<file path="config.mk">
export PLATFORM = sky130hd
export DESIGN_NAME = serial_adder_n
export DESIGN_NICKNAME = d
export VERILOG_FILES = /design/src/rtl/serial_adder_n.sv
export SDC_FILE = /design/constraint.sdc
export NUM_CORES = 1
export LEC_CHECK = 0
export ABC_CLOCK_PERIOD_IN_PS = 2200
export BUFFER_PORTS_ARGS = -buffer_cell sky130_fd_sc_hd__buf_4
export CORE_MARGIN = 10
export CORE_UTILIZATION = 42
export CTS_BUF_LIST = sky130_fd_sc_hd__clkbuf_4 sky130_fd_sc_hd__clkbuf_8
export CTS_CLUSTER_SIZE = 16
export DETAILED_ROUTE_END_ITERATION = 7
export GPL_TIMING_DRIVEN = 0
export PLACE_DENSITY = 0.66
export SLEW_MARGIN = 20
export SYNTH_ARGS = -nofsm -noshare
export SYNTH_HDL_FRONTEND = slang
export SYNTH_SLANG_ARGS = --single-unit
</file>
<file path="constraint.sdc">
create_clock -name clk -period 2.2 [get_ports clk]
set_clock_uncertainty 0.15 [all_clocks]
set_input_delay 0.22 -clock clk [delete_from_list [all_inputs] [get_ports clk]]
set_output_delay 0.22 -clock clk [all_outputs]
set_load 0.05 [all_outputs]
</file>
<file path="src/rtl/serial_adder_n.sv">
// Digit-serial adder: adds two WIDTH-bit operands DIGIT bits per clock, LSB digit first,
// and presents a registered sum, carry-out and two's-complement overflow on completion.
module serial_adder_n #(
  parameter int WIDTH = 8,
  parameter int DIGIT = 1
) (
  input  logic             clk,
  input  logic             rst_n,
  input  logic             start,
  input  logic [WIDTH-1:0] a,
  input  logic [WIDTH-1:0] b,
  input  logic             cin,
  output logic             busy,
  output logic             done,
  output logic [WIDTH-1:0] sum,
  output logic             cout,
  output logic             ovf
);

  localparam int STEPS = WIDTH / DIGIT;
  localparam int CW    = $clog2(STEPS + 1);
  localparam logic [CW-1:0] LAST = CW'(STEPS - 1);

  typedef enum logic [1:0] {IDLE, RUN, DONE} state_t;

  state_t           state, state_nxt;
  logic [WIDTH-1:0] a_sr, b_sr, res_sr, res_nxt;
  logic             carry;
  logic [CW-1:0]    cnt;
  logic [DIGIT-1:0] dsum;
  logic             dcout, dovf, last;

  // Returns {overflow, carry-out, digit}; the carry into the digit MSB is
  // recovered as x^y^s at that bit, so it is exact for any DIGIT.
  function automatic logic [DIGIT+1:0] digit_add(input logic [DIGIT-1:0] x,
                                                 input logic [DIGIT-1:0] y,
                                                 input logic             ci);
    logic [DIGIT:0] t;
    logic           cmsb;
    t    = {1'b0, x} + {1'b0, y} + {{DIGIT{1'b0}}, ci};
    cmsb = x[DIGIT-1] ^ y[DIGIT-1] ^ t[DIGIT-1];
    return {cmsb ^ t[DIGIT], t};
  endfunction

  assign {dovf, dcout, dsum} = digit_add(a_sr[DIGIT-1:0], b_sr[DIGIT-1:0], carry);
  assign last = (cnt == LAST);

  // New digit enters at the top; after STEPS shifts the first digit sits at bit 0.
  generate
    if (DIGIT == WIDTH) begin : g_single
      assign res_nxt = dsum;
    end else begin : g_multi
      assign res_nxt = {dsum, res_sr[WIDTH-1:DIGIT]};
    end
  endgenerate

  always_ff @(posedge clk or negedge rst_n) begin
    if (!rst_n) state <= IDLE;
    else        state <= state_nxt;
  end

  always_comb begin
    state_nxt = state;
    case (state)
      IDLE:    if (start) state_nxt = RUN;
      RUN:     if (last)  state_nxt = DONE;
      DONE:    state_nxt = IDLE;
      default: state_nxt = IDLE;
    endcase
  end

  always_comb begin
    busy = 1'b0;
    done = 1'b0;
    case (state)
      RUN:     busy = 1'b1;
      DONE:    begin busy = 1'b1; done = 1'b1; end
      default: ;
    endcase
  end

  always_ff @(posedge clk or negedge rst_n) begin
    if (!rst_n) begin
      a_sr   <= '0;
      b_sr   <= '0;
      res_sr <= '0;
      carry  <= 1'b0;
      cnt    <= '0;
      sum    <= '0;
      cout   <= 1'b0;
      ovf    <= 1'b0;
    end else begin
      case (state)
        IDLE: if (start) begin
          a_sr   <= a;
          b_sr   <= b;
          carry  <= cin;
          cnt    <= '0;
          res_sr <= '0;
        end
        RUN: begin
          a_sr   <= a_sr >> DIGIT;
          b_sr   <= b_sr >> DIGIT;
          res_sr <= res_nxt;
          carry  <= dcout;
          cnt    <= cnt + CW'(1);
          // Outputs see only the completed result.
          if (last) begin
            sum  <= res_nxt;
            cout <= dcout;
            ovf  <= dovf;
          end
        end
        default: ;
      endcase
    end
  end

endmodule

</file>
==> impl_results.md, run 1 <==
* Status: completed
* WP data arrival at about 1.9 ns
* Peak supply drop at approximately 0.63 mV
* Top-area cell type share of the netlist area at approximately 55%
* Crit Path Class: reg2reg
* R2r setup slk at about 0.31 ns
* Number of flops mapped to enable cells by yosys at 0
* Hold Path Class: in2reg
* Drt total wl at around 3.5 mm
* CTS Root Cell: clkbuf_8
* Clk_lat worst skew at just under 0.3 ns
* Commonest cells in the netlist: 40 x dfrtp_1, 24 x nand2_1, 23 x o21ai_0, 16 x mux2i_1, 8 x a22o_1
* RSZ-0062 raised after global routing: no
* Slew Viols, Final at 0
* Total CTS buffers at 5
* Grt ovf at 0
* Maximum clock rate at between 500 and 600 MHz
* Tcrit/Tclk final at approximately 86%
* Final instance area at between 2000 and 2500 um^2
* Cells after Synth at 160
* Num Clock Sinks at 40
* Most numerous cell in the Yosys netlist: dfrtp_1
* WP data required at approximately 2.2 ns
* Post-CTS resize count at 0
* Final #Nets at between 200 and 250
* HPWL after DPL at about 2.7 mm
* Yosys cell types at 26
* Routed vias/inst at around 5
* Share of post-route cells with drive strength above 1 at approximately 28%
* Met1 Use GR at approximately an eighth
* Number of remaining DRC errors at 0
* PortBufs at 31
* Met2 Usage GRT at 16.6%
* Post-Place Cell Area at 2110 um^2
* Initial antenna violation count at 0
* H-tree levels at 2
* GP Congestion at 0.754
* Busiest metal layer after global routing: met2
* Crit-path cells: inv_1 -> ha_1 -> buf_4 -> nand4b_1 -> buf_2 -> mux2_2
* Syn_nets at about 190
* Largest net degree at the start of global routing at slightly above 40
* Final setup violation count at 0
* Crit path largest cell delay at between 0.3 and 0.4 ns
* Remaining antenna violation count at 0
* Critical path peak fanout at 10
* I/O pin total at 32
* Routed vias at about 1,300
* 1st-iter DRT viols at 51
* Final hold violations at 0
* Met3 Use GR at 4.64%
* Clock Path Buffers at 2
* Post-Syn Area per Cell at approximately 11 um^2
* TNS Setup at 0 ns
* Top cells by area, synth: dfrtp_1 55%, mux2i_1 8.8%, o21ai_0 6.4%
* First-pass GRT wire length at 6.35 mm
* Clock transition at the registers of the reported paths at 0.08 ns
* CP Capture Type: flip-flop
* CP Launch Type: flip-flop
* Post-route minimum period at around 1.9 ns
* Fraction of registers with async set/reset at 100%
* Pwr Density at ~1400 nW/um^2
* Vias in the first global route at 1,377
* YS warnings at 0
* Slew at the pin closest to its max-slew limit at just under 0.5 ns
* Initial Utilization at 44.3%
* Die Area at 7340 um^2
* Seq cells post-synth at 40
* Largest area contributor in the netlist: dfrtp_1
* Maxcap violations at 0
* Die width at 85.7 um
* Area Growth Syn to Fin at 22.0%
* Pleak at 1.10 nW
* Antenna cells at 0
* Synth Flop Type: dfrtp_1
* Die H at 85.7 um
* Worst path slowest cell: dfrtp_1
* GRT Total Usage at between 10% and 20%
* Sequential area share after synthesis at between 50% and 60%
* Core footprint at just over 4000 um^2
* FP Rows at 23
* Drt pass-1 iters at 4
* Wirelength per Cell at 14.2 um
* TritonCTS clock tree: done
* Synthesized area at 1810 um^2
* Relative slew slack at between 60% and 70%
[flip-flops by register name, summed over array words and instances, names as in the netlist, 2 cells and up]
signal	count
a_sr	8
b_sr	8
cnt	4
res_sr	7
state	2
sum	8
[layout make-up]
cell class	instances	area, um^2
Multi-Input combinational cell	104	731
Inverter	6	22.5
Clock buffer	6	82.6
Fill cell	377	1880
Sequential cell	40	1000
Buffer	10	56.3
Tap cell	50	62.6
Timing Repair Buffer	32	243
Clock inverter	2	10.0
[stage by stage]
stage	setup WS (ns)	std cells	util [%]	power [mW]	hold slack [ns]
2_1_floorplan	0.489	160	-	2.27	-0.226
3_3_place_gp	0.329	241	51.5	2.57	0.0660
3_5_place_dp	0.310	241	51.5	2.64	0.0770
4_1_cts	0.291	250	54.0	3.14	0.0385
5_1_grt	0.153	250	54.0	3.36	0.0634
6_report	0.310	250	54.0	3.09	0.0416
[kinds of logic after synthesis]
family          count (synthesis)  share of synthesized area, %
buf+inv                        16                          4.35
simple gates                   37                          9.74
flops                          40                          55.3
mux                            23                          13.2
fa+ha+maj                       5                          3.87
compound gates                 36                          12.1
xor+xnor                        3                          1.45
[where the power goes]
group	switching, mW	total [mW]	internal, mW
Clock	0.247	0.497	0.250
Combinational	0.806	1.40	0.596
Sequential	0.173	1.19	1.02
[path summary, 6_finish.rpt]
path                            cells after the start  startpoint  endpoint
worst max register to register                      6    state[1]    sum[6]
max in group asynchronous                           2       rst_n   a_sr[2]
worst min register to register                      2     a_sr[7]   a_sr[7]
worst max-delay path                                6    state[1]    sum[6]
min in group asynchronous                           2       rst_n    sum[2]
worst min-delay path                                3        a[7]   a_sr[7]
[worst max-delay path, delay by kind of cell (launching register included)]
kind | cells | cell delay, ns
muxes | 1 | 0.36
DFF | 1 | 0.36
and+or+nand+nor | 1 | 0.22
adders and majority gates | 1 | 0.17
buffers and inverters | 3 | 0.51
[cell usage in the layout, fill, tap and decap left out, types with 3 or more instances in the layout]
cell and instances:
dfrtp_1 40, mux2_2 7, nand2b_1 4, inv_1 6, ha_1 4, clkbuf_8 6
a22o_1 8, buf_2 6, buf_4 32, nand2_1 24, o21ai_0 23, xnor2_1 3
mux2i_1 16, nand3_1 3
[layer usage]
metal	share of wire, %	up-vias	wire, um
met5	0	-	0
met4	1.4	0	48
met3	7.4	4	263
met2	47	25	1660
met1	44	598	1570
li1	-	626	-
[repair_timing]
action                    in CTS  in global routing
hold endpoints to repair      40                  0
hold buffers                   1                  0
setup buffers                  0                  0
No activity file was read; power rests on OpenSTA's default activity.
==> run 2, diff against run 1 <==
--- a/config.mk
+++ b/config.mk
@@ -7,6 +7,7 @@
 export LEC_CHECK = 0
 export ABC_CLOCK_PERIOD_IN_PS = 2200
 export BUFFER_PORTS_ARGS = -buffer_cell sky130_fd_sc_hd__buf_4
+export CORE_ASPECT_RATIO = 2
 export CORE_MARGIN = 10
 export CORE_UTILIZATION = 42
 export CTS_BUF_LIST = sky130_fd_sc_hd__clkbuf_4 sky130_fd_sc_hd__clkbuf_8
==> impl_results.md, run 2 (synthesized netlist as in run 1, its figures left out) <==
* Combinational fraction of design power at 42.6% (-2.7 points)
* First-pass GRT wire length at 6.47 mm (+2.0%)
* R2r setup slk at 0.26 ns (-0.05 ns)
* 1st-iter DRT viols at 49 (-3.9%)
* Worst Path Buf+Inv at 3 (unchanged)
* Pwr Density at 1480 nW/um^2 (+5.3%)
* Pleak at 1.11 nW (+1.2%)
* Crit path capture: sum[1]
* Wirelength per Cell at 14.7 um (+3.7%)
* Crit path depth at 6 (unchanged)
* Vias in the first global route at 1,433 (+4.1%)
* Clock transition at the registers of the reported paths at 0.08 ns (about the same)
* Largest net degree at the start of global routing at 41 (unchanged)
* Die Area at 7500 um^2 (+2.2%)
* Remaining antenna violation count at 0 (unchanged)
* Routed metal-1 wire length at 1.44 mm (-8.3%)
* CTS Root Cell: clkbuf_8
* Worst path slowest cell: dfrtp_1
* WP data arrival at 1.96 ns (+0.04 ns)
* Total CTS buffers at 5 (unchanged)
* P_int at 2.06 mW (+11%)
* Hold Path Class: in2reg
* Grt ovf at 0 (unchanged)
* PortBufs at 31 (unchanged)
* P_sw at 1.25 mW (+2.0%)
* H-tree levels at 2 (unchanged)
* Drt pass-1 iters at 4 (unchanged)
* Clock Path Buffers at 2 (unchanged)
* Area Growth Syn to Fin at 24.1%
* CP Launch Type: flip-flop
* GP Congestion at 0.720 (-4.5%)
* RR Endpoint: sum[1]
* Core footprint at 4130 um^2 (+1.0%)
* CP Capture Type: flip-flop
* Clock power frac at 21.1% (+5.0 points)
* TNS Setup at 0 ns (unchanged)
* Met3 routed WL at 187 um (-29%)
* Share of post-route cells with drive strength above 1 at 27.1% (-0.36 points)
* Post-route minimum period at 1.94 ns (+0.0478 ns)
* Most common cell after layout, fill and taps aside: dfrtp_1
* TritonCTS clock tree: done
* Dpl ws at 0.263 ns (-0.0468 ns)
* Final setup violation count at 0 (unchanged)
* Setup ws final at 0.262 ns (-0.0478 ns)
* Clk_lat worst skew at 0.29 ns (about the same)
* Num Clock Sinks at 40 (unchanged)
* Drt total wl at 3.69 mm (+4.1%)
* Slew at the pin closest to its max-slew limit at 0.486 ns (-0.00926 ns)
* Peak supply drop at 0.922 mV (+47%)
* Maximum clock rate at 516 MHz (-2.5%)
* DP Cell Count at 243 (+0.83%)
* Die H at 113 um (+32%)
* HPWL after DPL at 2.82 mm (+5.0%)
* Maxcap violations at 0 (unchanged)
* FP Rows at 33 (+43%)
* GRT Total Usage at 10.7% (+0.16 points)
* CP delay by family, top: buffers and inverters
* I/O pin total at 32 (unchanged)
* Hold_buf cts at 1 (unchanged)
* Critical Path Start: state[1]
* Crit-path cells: inv_1 -> ha_1 -> buf_4 -> nand4b_1 -> buf_2 -> mux2_2
* Net Sw Frac at 37.7% (-1.9 points)
* Routed vias/inst at 5.06 (+1.0%)
* Initial antenna violation count at 0 (unchanged)
* Final hold violations at 0 (unchanged)
* Post-CTS resize count at 0 (unchanged)
* Crit path largest cell delay at 0.36 ns (about the same)
* Post-route insts no fill at 251 (+0.40%)
* Number of remaining DRC errors at 0 (unchanged)
* Antenna cells at 0 (unchanged)
* Critical path peak fanout at 10 (unchanged)
* Detail Route met2 WL at 2.01 mm (+21%)
* Highest metal used: met4
* Seq pwr share at 36.3% (-2.3 points)
* Top flop regs: a_sr (8), b_sr (8), sum (8)
* # fillers at 395 (+4.8%)
* Most frequent cells in the layout: 40 x dfrtp_1, 32 x buf_4, 24 x nand2_1, 23 x o21ai_0, 16 x mux2i_1
* Status: completed
* Tcrit/Tclk final at 88.1% (+2.2 points)
* Die width at 66.4 um (-22%)
* FF-to-FF path depth at 6 (unchanged)
* Initial Utilization at 43.8% (-0.46 points)
* Setup Fix Bufs, Post-CTS at 0 (unchanged)
* Routed vias at 1,271 (+1.4%)
* Worst R2R Start: state[1]
* RSZ-0062 raised after global routing: no
* WP data required at 2.22 ns (about the same)
* Crit Path Class: reg2reg
* Relative slew slack at 67.6% (+0.62 points)
* Final #Nets at 224 (unchanged)
* Slew Viols, Final at 0 (unchanged)
run 2: cell count changes in the layout (fill, tap and decap cells not counted):
cell,before,now
clkinv_2,2,0
bufinv_16,0,2
clkbuf_8,6,5
run 2: final cells by class:
type | instances | area [um^2] | share of cell area [%]
plain buffers | 10 | 56.3 | 2.51
flip-flops and latches | 40 | 1000 | 44.5
clock buffers | 5 | 68.8 | 3.06
inverters | 6 | 22.5 | 1.00
clock inverters | 2 | 60.1 | 2.67
multi-input cells | 104 | 731 | 32.5
repair buffers | 32 | 243 | 10.8
well taps | 52 | 65.1 | 2.90
run 2: metal layers:
| layer | track usage, % | vias up |
|---|---|---|
| li1 | - | 621 |
| met1 | 10.6 | 619 |
| met2 | 19.5 | 26 |
| met3 | 3.46 | 5 |
| met4 | 4.08 | 0 |
| met5 | 0 | - |
run 2: worst register-to-register path, delay by kind of cell, from the launching register on:
kind,cells,cell delay (ns)
buf+inv,3,0.53
flops,1,0.36
mux,1,0.36
simple gates,1,0.23
fa+ha+maj,1,0.19
run 2: power by group through the flow:
| stage | clock network [mW] | logic (mW) | registers, mW |
|---|---|---|---|
| detailed placement | 0 | 1.43 | 1.22 |
| finish | 0.700 | 1.41 | 1.20 |
| floorplan | 0 | 0.927 | 1.34 |
| global placement | 0 | 1.37 | 1.20 |
| global route | 0.739 | 1.57 | 1.25 |
| CTS | 0.709 | 1.44 | 1.21 |
run 2: how the worst min path moves through the flow:
| stage | cells after the start | slack [ns] | endpoint | from |
|---|---|---|---|---|
| 6_report | 3 | 0.04 | b_sr[7] | b[7] |
| 5_1_grt | 3 | 0.04 | b_sr[7] | b[7] |
| 4_1_cts | 3 | 0.04 | b_sr[7] | b[7] |
| 3_5_place_dp | 1 | 0.07 | sum[4] | rst_n |
| 3_3_place_gp | 1 | 0.06 | res_sr[5] | rst_n |
| 2_1_floorplan | 0 | -0.23 | a_sr[0] | rst_n |
run 2: per-stage QoR:
step | instance area, um^2 | hold slack, ns | total power [mW] | util [%]
4_1_cts | 2250 | 0.0387 | 3.35 | 54.4
2_1_floorplan | 1810 | -0.226 | 2.27 | -
5_1_grt | 2250 | 0.0438 | 3.56 | 54.4
3_5_place_dp | 2110 | 0.0731 | 2.65 | 51.1
3_3_place_gp | 2110 | 0.0639 | 2.57 | 51.1
6_report | 2250 | 0.0421 | 3.32 | 54.4
